File: src/rtl/stream_alu.sv
// stream_alu: valid/ready streaming ALU returning a tagged result with Z/N/C/V flags.
// Single-cycle ops land in a one-entry output slot; MUL is an iterative shift-add.
// Build option STREAM_ALU_MUL_EN: when defined, the shift-add multiplier, MUL state
// and busy are present; when undefined, opcode 9 is reported as illegal and busy is 0.
module stream_alu #(
  parameter int WIDTH = 8,
  parameter int TAG_W = 4,
  parameter int SHW   = $clog2(WIDTH)
) (
  input  logic             clk,
  input  logic             rst_n,
  input  logic             in_valid,
  output logic             in_ready,
  input  logic [WIDTH-1:0] a,
  input  logic [WIDTH-1:0] b,
  input  logic [3:0]       opcode,
  input  logic [TAG_W-1:0] tag,
  output logic             out_valid,
  input  logic             out_ready,
  output logic [WIDTH-1:0] result,
  output logic [3:0]       flags,
  output logic [TAG_W-1:0] out_tag,
  output logic             out_err,
  output logic             busy
);
  // state  | meaning
  // S_IDLE | accepting ops, single-cycle results go straight to the output slot
  // S_MUL  | shift-add iterations running, input side stalled
`ifdef STREAM_ALU_MUL_EN
  localparam bit MUL_EN = 1'b1;
`else
  localparam bit MUL_EN = 1'b0;
`endif

  localparam logic [3:0] OP_ADD = 4'h0, OP_SUB = 4'h1, OP_AND = 4'h2, OP_OR  = 4'h3,
                         OP_XOR = 4'h4, OP_NOT = 4'h5, OP_SHL = 4'h6, OP_SHR = 4'h7,
                         OP_CMP = 4'h8, OP_MUL = 4'h9, OP_SAR = 4'hA;

  typedef enum logic {S_IDLE = 1'b0, S_MUL = 1'b1} state_t;
  state_t state, state_nx;

  logic              accept, is_mul_op, load_single, mul_last, mul_done;
  logic [WIDTH-1:0]  mul_res;
  logic [3:0]        mul_flags;
  logic [TAG_W-1:0]  mul_tag;

  logic [WIDTH-1:0]  alu_res, zn_src;
  logic [3:0]        alu_flags;
  logic              alu_err, c, v;
  logic [SHW-1:0]    sh;
  logic [WIDTH:0]    sum, dif, shl, shr;
  logic signed [WIDTH:0] sar;

  // Extra bit on each shift captures the last bit shifted out; amount 0 shifts out 0.
  assign sh  = b[SHW-1:0];
  assign sum = {1'b0, a} + {1'b0, b};
  assign dif = {1'b0, a} - {1'b0, b};
  assign shl = {1'b0, a} << sh;
  assign shr = {a, 1'b0} >> sh;
  assign sar = $signed({a, 1'b0}) >>> sh;

  // Single-cycle ALU: result, carry/overflow and illegal-opcode decode.
  always_comb begin
    alu_res = '0;
    c       = 1'b0;
    v       = 1'b0;
    alu_err = 1'b0;
    case (opcode)
      OP_ADD: begin
        alu_res = sum[WIDTH-1:0];
        c       = sum[WIDTH];
        v       = (a[WIDTH-1] == b[WIDTH-1]) && (sum[WIDTH-1] != a[WIDTH-1]);
      end
      OP_SUB, OP_CMP: begin
        alu_res = (opcode == OP_CMP) ? a : dif[WIDTH-1:0];
        c       = dif[WIDTH];
        v       = (a[WIDTH-1] != b[WIDTH-1]) && (dif[WIDTH-1] != a[WIDTH-1]);
      end
      OP_AND: alu_res = a & b;
      OP_OR:  alu_res = a | b;
      OP_XOR: alu_res = a ^ b;
      OP_NOT: alu_res = ~a;
      OP_SHL: begin
        alu_res = shl[WIDTH-1:0];
        c       = shl[WIDTH];
      end
      OP_SHR: begin
        alu_res = shr[WIDTH:1];
        c       = shr[0];
      end
      OP_SAR: begin
        alu_res = sar[WIDTH:1];
        c       = sar[0];
      end
      default: alu_err = 1'b1;
    endcase
    // CMP reports Z/N of the difference while passing a through.
    zn_src    = (opcode == OP_CMP) ? dif[WIDTH-1:0] : alu_res;
    alu_flags = alu_err ? 4'b0000 : {zn_src == '0, zn_src[WIDTH-1], c, v};
  end

`ifdef STREAM_ALU_MUL_EN
  logic                 mul_start;
  logic [2*WIDTH-1:0]   mul_acc, mul_mcand, acc_nx;
  logic [WIDTH-1:0]     mul_mplier;
  logic [SHW-1:0]       mul_cnt;

  assign mul_start = accept && is_mul_op;
  assign acc_nx    = mul_acc + (mul_mplier[0] ? mul_mcand : '0);
  assign mul_last  = (mul_cnt == '0);
  assign mul_res   = acc_nx[WIDTH-1:0];
  assign mul_flags = {mul_res == '0, mul_res[WIDTH-1],
                      |acc_nx[2*WIDTH-1:WIDTH], |acc_nx[2*WIDTH-1:WIDTH]};

  // Shift-add: one multiplier bit per clock, LSB first; down-counter marks the last.
  always_ff @(posedge clk or negedge rst_n) begin
    if (!rst_n) begin
      mul_acc    <= '0;
      mul_mcand  <= '0;
      mul_mplier <= '0;
      mul_cnt    <= '0;
      mul_tag    <= '0;
    end else if (mul_start) begin
      mul_acc    <= '0;
      mul_mcand  <= {{WIDTH{1'b0}}, a};
      mul_mplier <= b;
      mul_cnt    <= SHW'(WIDTH - 1);
      mul_tag    <= tag;
    end else if (state == S_MUL) begin
      mul_acc    <= acc_nx;
      mul_mcand  <= mul_mcand << 1;
      mul_mplier <= mul_mplier >> 1;
      mul_cnt    <= mul_cnt - 1'b1;
    end
  end
`else
  assign mul_last  = 1'b1;
  assign mul_res   = '0;
  assign mul_flags = 4'b0000;
  assign mul_tag   = '0;
`endif

  // State register.
  always_ff @(posedge clk or negedge rst_n) begin
    if (!rst_n) state <= S_IDLE;
    else        state <= state_nx;
  end

  // Next state: enter MUL on accepting a multiply, leave after the last iteration.
  always_comb begin
    state_nx = state;
    case (state)
      S_IDLE:  if (accept && is_mul_op) state_nx = S_MUL;
      S_MUL:   if (mul_last) state_nx = S_IDLE;
      default: state_nx = S_IDLE;
    endcase
  end

  // Handshake and control outputs; accept needs the output slot empty or draining.
  always_comb begin
    is_mul_op   = MUL_EN && (opcode == OP_MUL);
    in_ready    = (state == S_IDLE) && (!out_valid || out_ready);
    accept      = in_valid && in_ready;
    load_single = accept && !is_mul_op;
    mul_done    = (state == S_MUL) && mul_last;
    busy        = MUL_EN && (state == S_MUL);
  end

  // Output slot: load a new result, otherwise clear valid when the consumer drains it.
  always_ff @(posedge clk or negedge rst_n) begin
    if (!rst_n) begin
      out_valid <= 1'b0;
      result    <= '0;
      flags     <= 4'b0000;
      out_tag   <= '0;
      out_err   <= 1'b0;
    end else if (load_single) begin
      out_valid <= 1'b1;
      result    <= alu_res;
      flags     <= alu_flags;
      out_tag   <= tag;
      out_err   <= alu_err;
    end else if (mul_done) begin
      out_valid <= 1'b1;
      result    <= mul_res;
      flags     <= mul_flags;
      out_tag   <= mul_tag;
      out_err   <= 1'b0;
    end else if (out_ready) begin
      out_valid <= 1'b0;
    end
  end
endmodule

File: config.mk
export PLATFORM = sky130hd
export DESIGN_NAME = stream_alu
export DESIGN_NICKNAME = d
export VERILOG_FILES = /design/src/rtl/stream_alu.sv
export SDC_FILE = /design/constraint.sdc
export NUM_CORES = 1
export LEC_CHECK = 0
export ABC_AREA = 1
export ABC_CLOCK_PERIOD_IN_PS = 1100
export BUFFER_PORTS_ARGS = -buffer_cell sky130_fd_sc_hd__buf_2
export CAP_MARGIN = 5
export CORE_ASPECT_RATIO = 0.75
export CORE_MARGIN = 4
export CORE_UTILIZATION = 30
export DETAILED_ROUTE_END_ITERATION = 16
export HOLD_SLACK_MARGIN = 0.03
export SYNTH_ARGS = -nofsm -noshare
export SYNTH_HDL_FRONTEND = slang
export SYNTH_SLANG_ARGS = --single-unit
File: constraint.sdc
create_clock -name clk -period 1.1 [get_ports clk]
set_input_delay 0.22 -clock clk [delete_from_list [all_inputs] [get_ports clk]]
set_output_delay 0.22 -clock clk [all_outputs]
set_load 0.02 [all_outputs]
### Yosys cells after proc, flatten, opt, wreduce, memory -nomap -nowiden

Index checks and enable logic that the tools add are counted.

| cells by class | value |
|---|---|
| add/sub/neg operators | 2 |
| eq/ne operators | 13 |
| shift-type cells | 3 |
| mux-type cells | 13 |
| bitwise logic cells | 4 |
| reductions and logical operators | 10 |

Operator list:

| cell | number |
|---|---|
| $pmux W8 S9 | 1 |
| $mux W8 | 3 |
| $eq A4 B3 Y1 const B | 4 |
| $mux W4 | 3 |
| $reduce_or A10 Y1 | 1 |
| $add A8 B8 Y9 | 1 |
| $shl A8 B3 Y9 | 1 |
| $shr A9 B3 Y9 | 1 |
| $sshr A9 B3 Y9 | 1 |
| $sub A8 B8 Y9 | 1 |
| $and A8 B8 Y8 | 1 |
| $eq A4 B2 Y1 const B | 2 |
| $eq A4 B4 Y1 const B | 2 |
| $logic_not A8 Y1 | 1 |
| $not A8 Y8 | 1 |
| $or A8 B8 Y8 | 1 |
| $xor A8 B8 Y8 | 1 |
| $pmux W1 S5 | 1 |
| $eq A4 B1 Y1 const B | 1 |
| $logic_not A4 Y1 | 1 |
| $mux W1 | 4 |
| $logic_and A1 B1 Y1 | 3 |
| $ne A1 B1 Y1 | 3 |
| $pmux W1 S2 | 1 |
| other kinds (5) | 5 |

| word-level totals | value |
|---|---|
| register bits | 18 |
| input bits | 28 |
| output and inout bits | 20 |
| word-level logic and storage cells | 50 |

### Logic depth before layout (Yosys ltp)

| depth | value |
|---|---|
| depth after elaboration | 7 |
| gate-level depth with buffers | 19 |
| depth with buffers taken out | 18 |

### Least setup slack after synthesis

Ideal clock, no wire load.

| timing | value |
|---|---|
| path kind | input-to-reg |
| from | in b[2] |
| to | reg flags[3] |
| setup time | 0.117 ns |
| data arrival time | 1.737 ns |
| required time | 0.983 ns |
| slack | -0.755 ns |
| stages on the path | 17 |
| path buffers | 2 |
| cells stage by stage | inv_1 buf_2 ha_1 buf_2 inv_1 nand3_1 nand2_1 nand2_1 nand2_1 o21ai_0 inv_1 nand3_1 nor2_1 nand3_1 nand2_1 nand3_1 nand2_1 |

| between the ends | value |
|---|---|
| word-level cells in the longest chain between the ends | 7 |
| elaborated cells between the ends (all ways) | 14 |
| those cells by class | add/sub: 2; shift: 3; mux: 5; bitwise: 3; reduce/logical: 1 |

RTL lines:

| what | RTL line | RTL |
|---|---|---|
| start, declared | 15 | `input logic [WIDTH-1:0] b,` |
| $sub A8 B8 Y9 | 57 | `assign dif = {1'b0, a} - {1'b0, b};` |
| $mux W8 | 75 | `alu_res = (opcode == OP_CMP) ? a : dif[WIDTH-1:0];` |
| $pmux W8 S9 | 68 | `case (opcode)` |
| $mux W8 * | 98 | `zn_src = (opcode == OP_CMP) ? dif[WIDTH-1:0] : alu_res;` |
| $logic_not A8 Y1 * | 99 | `alu_flags = alu_err ? 4'b0000 : {zn_src == '0, zn_src[WIDTH-1], c, v};` |
| $mux W4 * | 99 |  |
| $mux W4 * | 177 | `end else if (load_single) begin` |
| end signal, assigned | 180 | `flags <= alu_flags;` |
| end signal, assigned | 186 | `flags <= mul_flags;` |
| end, declared | 21 | `output logic [3:0] flags,` |

Every way passes the cells marked *; elsewhere a longest branch is shown, timed or not. The select of a mux whose other input is x is not followed.
A chain may end at the register's enable or synchronous reset.

### Final worst setup path

| timing | value |
|---|---|
| from | in a[0] |
| to | reg flags[3] |

| between the ends | value |
|---|---|
| word-level cells in the longest chain between the ends | 7 |
| elaborated cells between the ends (all ways) | 15 |
| those cells by class | add/sub: 2; shift: 3; mux: 5; bitwise: 4; reduce/logical: 1 |

RTL lines:

| what | RTL line | RTL |
|---|---|---|
| start, declared | 14 | `input logic [WIDTH-1:0] a,` |
| $sub A8 B8 Y9 | 57 |  |
| $mux W8 | 75 |  |
| $pmux W8 S9 | 68 |  |
| $mux W8 * | 98 |  |
| $logic_not A8 Y1 * | 99 |  |
| $mux W4 * | 99 |  |
| $mux W4 * | 177 |  |

Marks and branches as above.

==> results_dict.tcl <==
set metrics [dict create \
    status "finished, violations left" \
    violations "negative setup slack" \
    clk_latency_ps 250 \
    synthFlopType "dfrtp_1" \
    powerDensity_nw_per_um2 789 \
    combPwrFrac_pct 57.3 \
    cts_sinks 18 \
    ys_seq_area_share_pct 16.2 \
    antenna_found_initial 0 \
    p_int_mw 2.28 \
    nNetsFinal 725 \
    drtPass1Iterations 5 \
    fmax_mhz 576 \
    hp-class "in -> reg" \
    holdWs_ps 160 \
    arrival_ps 1880 \
    h-tree-depth 1 \
    routed_wl_um 12300 \
    grtUsageTotal_pct 22.7 \
    hold_viol_final 0 \
    ant_nets 0 \
    vdd.ir_drop.worst_mv 0.461 \
    p_leak_nw 2.57 \
    post-route-period-util_pct 158 \
    cts-root-buf "clkbuf_16" \
    drive_above_1_share_pct 43.8 \
    finalNonFillerCells 797 \
    finish.utilization_pct 53.1 \
    grt_overflow_total 0 \
    place.gp.congestion 0.960 \
    viasPerCell 5.00 \
    crit_type "in -> reg" \
    clkPwrFrac_pct 21.1 \
    wl_per_cell_um 15.4 \
    grt_pass1_wl_um 20100 \
    layout_common_cells "nand2_1 (162), buf_4 (125), nand3_1 (60), nor2_1 (41), buf_2 (39)" \
    grt_setup_unrepaired "true" \
    fp.dieH_um 91.4 \
    syn_area_per_cell_um2 5.63 \
    fin_setup_tns_ps -5810 \
    p_sw_mw 1.51 \
    fin_area_um2 4810 \
    drv_cap 0 \
    die_w_um 119 \
    setup_viol 13 \
    die_area_um2 10900 \
    drc 0 \
    grt_max_degree 20 \
    ys_types 34 \
    tritoncts "done" \
    placed_cells 782 \
    yosys_warnings 0 \
    critical_path.max_fanout 3 \
    p_sw_share_pct 39.9 \
    p_seq_share_pct 21.5 \
    hold_depth 3 \
    row_count 30 \
    grt_pass1_vias 3952 \
    syn_nets 549 \
    report.final.slew_viol_count 0 \
    finalClockSkew_ps 1.47 \
    port_buffers 46 \
    layout_commonest_cell "nand2_1" \
    synth_edf_count 0 \
    clk_pin_slew_ps 50 \
    async_reset_ff_share_pct 100 \
    start_util_pct 30.8 \
    place_area_um2 4230 \
    vias 3987 \
    synth_area_um2 2780 \
    reg2reg_depth 6 \
    ios 48 \
    startpoint_type "input pin" \
    post-route-min-period_ps 1740 \
    critPathCaptureType "register" \
    core_area_um2 9050 \
    initialDrtViolationCount 388 \
    setup_ws_ps -636 \
    cts_buffers 3 \
    clk_path_buf_depth 2 \
    hpwlAfterDp_um 9870 \
    syn_inst 494 \
    crit_required_ps 1240 \
    yosys_register_bits 18 \
    synthToLayoutAreaGrowth_pct 72.8 \
    diodes 0 \
]
-- final cells by class --
cell class / instances / area [um^2]
flip-flops and latches: 18 / 452
clock buffers: 4 / 88.8
repair buffers: 186 / 1410
inverters: 46 / 224
fillers: 911 / 4240
multi-input cells: 415 / 2480
well taps: 128 / 160
-- power by group through the flow --
| stage | logic, mW | registers [mW] | clock network [mW] |
|---|---|---|---|
| 2_1_floorplan | 0.857 | 0.950 | 0 |
| 3_3_place_gp | 1.84 | 0.822 | 0 |
| 3_5_place_dp | 1.85 | 0.822 | 0 |
| 4_1_cts | 2.03 | 0.813 | 0.814 |
| 5_1_grt | 2.36 | 0.829 | 0.871 |
| 6_report | 2.17 | 0.816 | 0.802 |
-- final timing paths --
check	from	to	slack, ps
min in group asynchronous	rst_n	out_tag[1]	440
setup / recovery	a[0]	flags[3]	-640
setup reg to reg	out_valid	flags[3]	-20
hold reg to reg	result[5]	result[5]	470
max in group asynchronous	rst_n	out_valid	360
hold / removal	tag[3]	out_tag[3]	160
-- registers in the layout, indices dropped and copies added (netlist names) --
name,cells
out_tag,4
result,8
flags,4
out_valid,1
out_err,1
-- kinds of logic after synthesis --
group	share of synthesized area (%)
simple gates	51.7
compound gates	9.17
xor+xnor	1.26
flops	16.2
fa+ha+maj	12.7
buf+inv	8.90
other cells	0.135
-- through the flow --
step | power [mW] | setup WS (ps)
CTS | 3.66 | -631
detailed placement | 2.67 | -1110
floorplan | 1.81 | -623
finish | 3.79 | -636
global placement | 2.66 | -1100
global route | 4.06 | -841
-- synthesized netlist by cell type, types with 2 or more instances --
library cell,instances,area (um^2)
o211ai_1,2,15.0
nor2_4,2,22.5
nand2_1,183,687
nor3_1,4,20.0
o21ai_0,19,95.1
clkbuf_1,2,7.51
inv_1,42,158
inv_2,3,11.3
dfrtp_1,18,450
fa_1,2,40.0
nor2_1,52,195
a21oi_1,17,85.1
ha_1,25,313
a22oi_1,2,15.0
xor2_1,3,26.3
buf_2,12,60.1
nand4_1,12,75.1
nand3b_1,3,22.5
nand3_1,73,365
nor2_2,4,25.0
-- worst max-delay path, stage by stage --
cell and delay, ps:
buf_12 120, inv_16 40, ha_4 120, inv_4 30, fa_2 380, nand3_2 120, nand2_1 70, nand2_1 100
nand2_2 70, o21ai_2 170, inv_1 60, nand3_1 70, nor2_1 60, nand3_1 80, nand2_1 50, nand3_1 60
nand2_1 50
-- timing repair --
| action | CTS | global route |
|---|---|---|
| resized for setup | 83 | 41 |
| hold buffers | 1 | 0 |
| pin swaps | 35 | 40 |
| hold endpoints to repair | 18 | 0 |
| endpoints found under the setup margin | 13 | 13 |
| buffers inserted | 7 | 5 |
-- layer usage --
| metal | GRT usage [%] | share of wire, % | vias up |
|---|---|---|---|
| met5 | 0 | 0 | - |
| met4 | 2.03 | 0.39 | 0 |
| met3 | 4.23 | 8.8 | 8 |
| met2 | 35.5 | 44 | 164 |
| met1 | 33.3 | 47 | 1857 |
| li1 | - | - | 1958 |
Power figures use the tool's default switching activity.
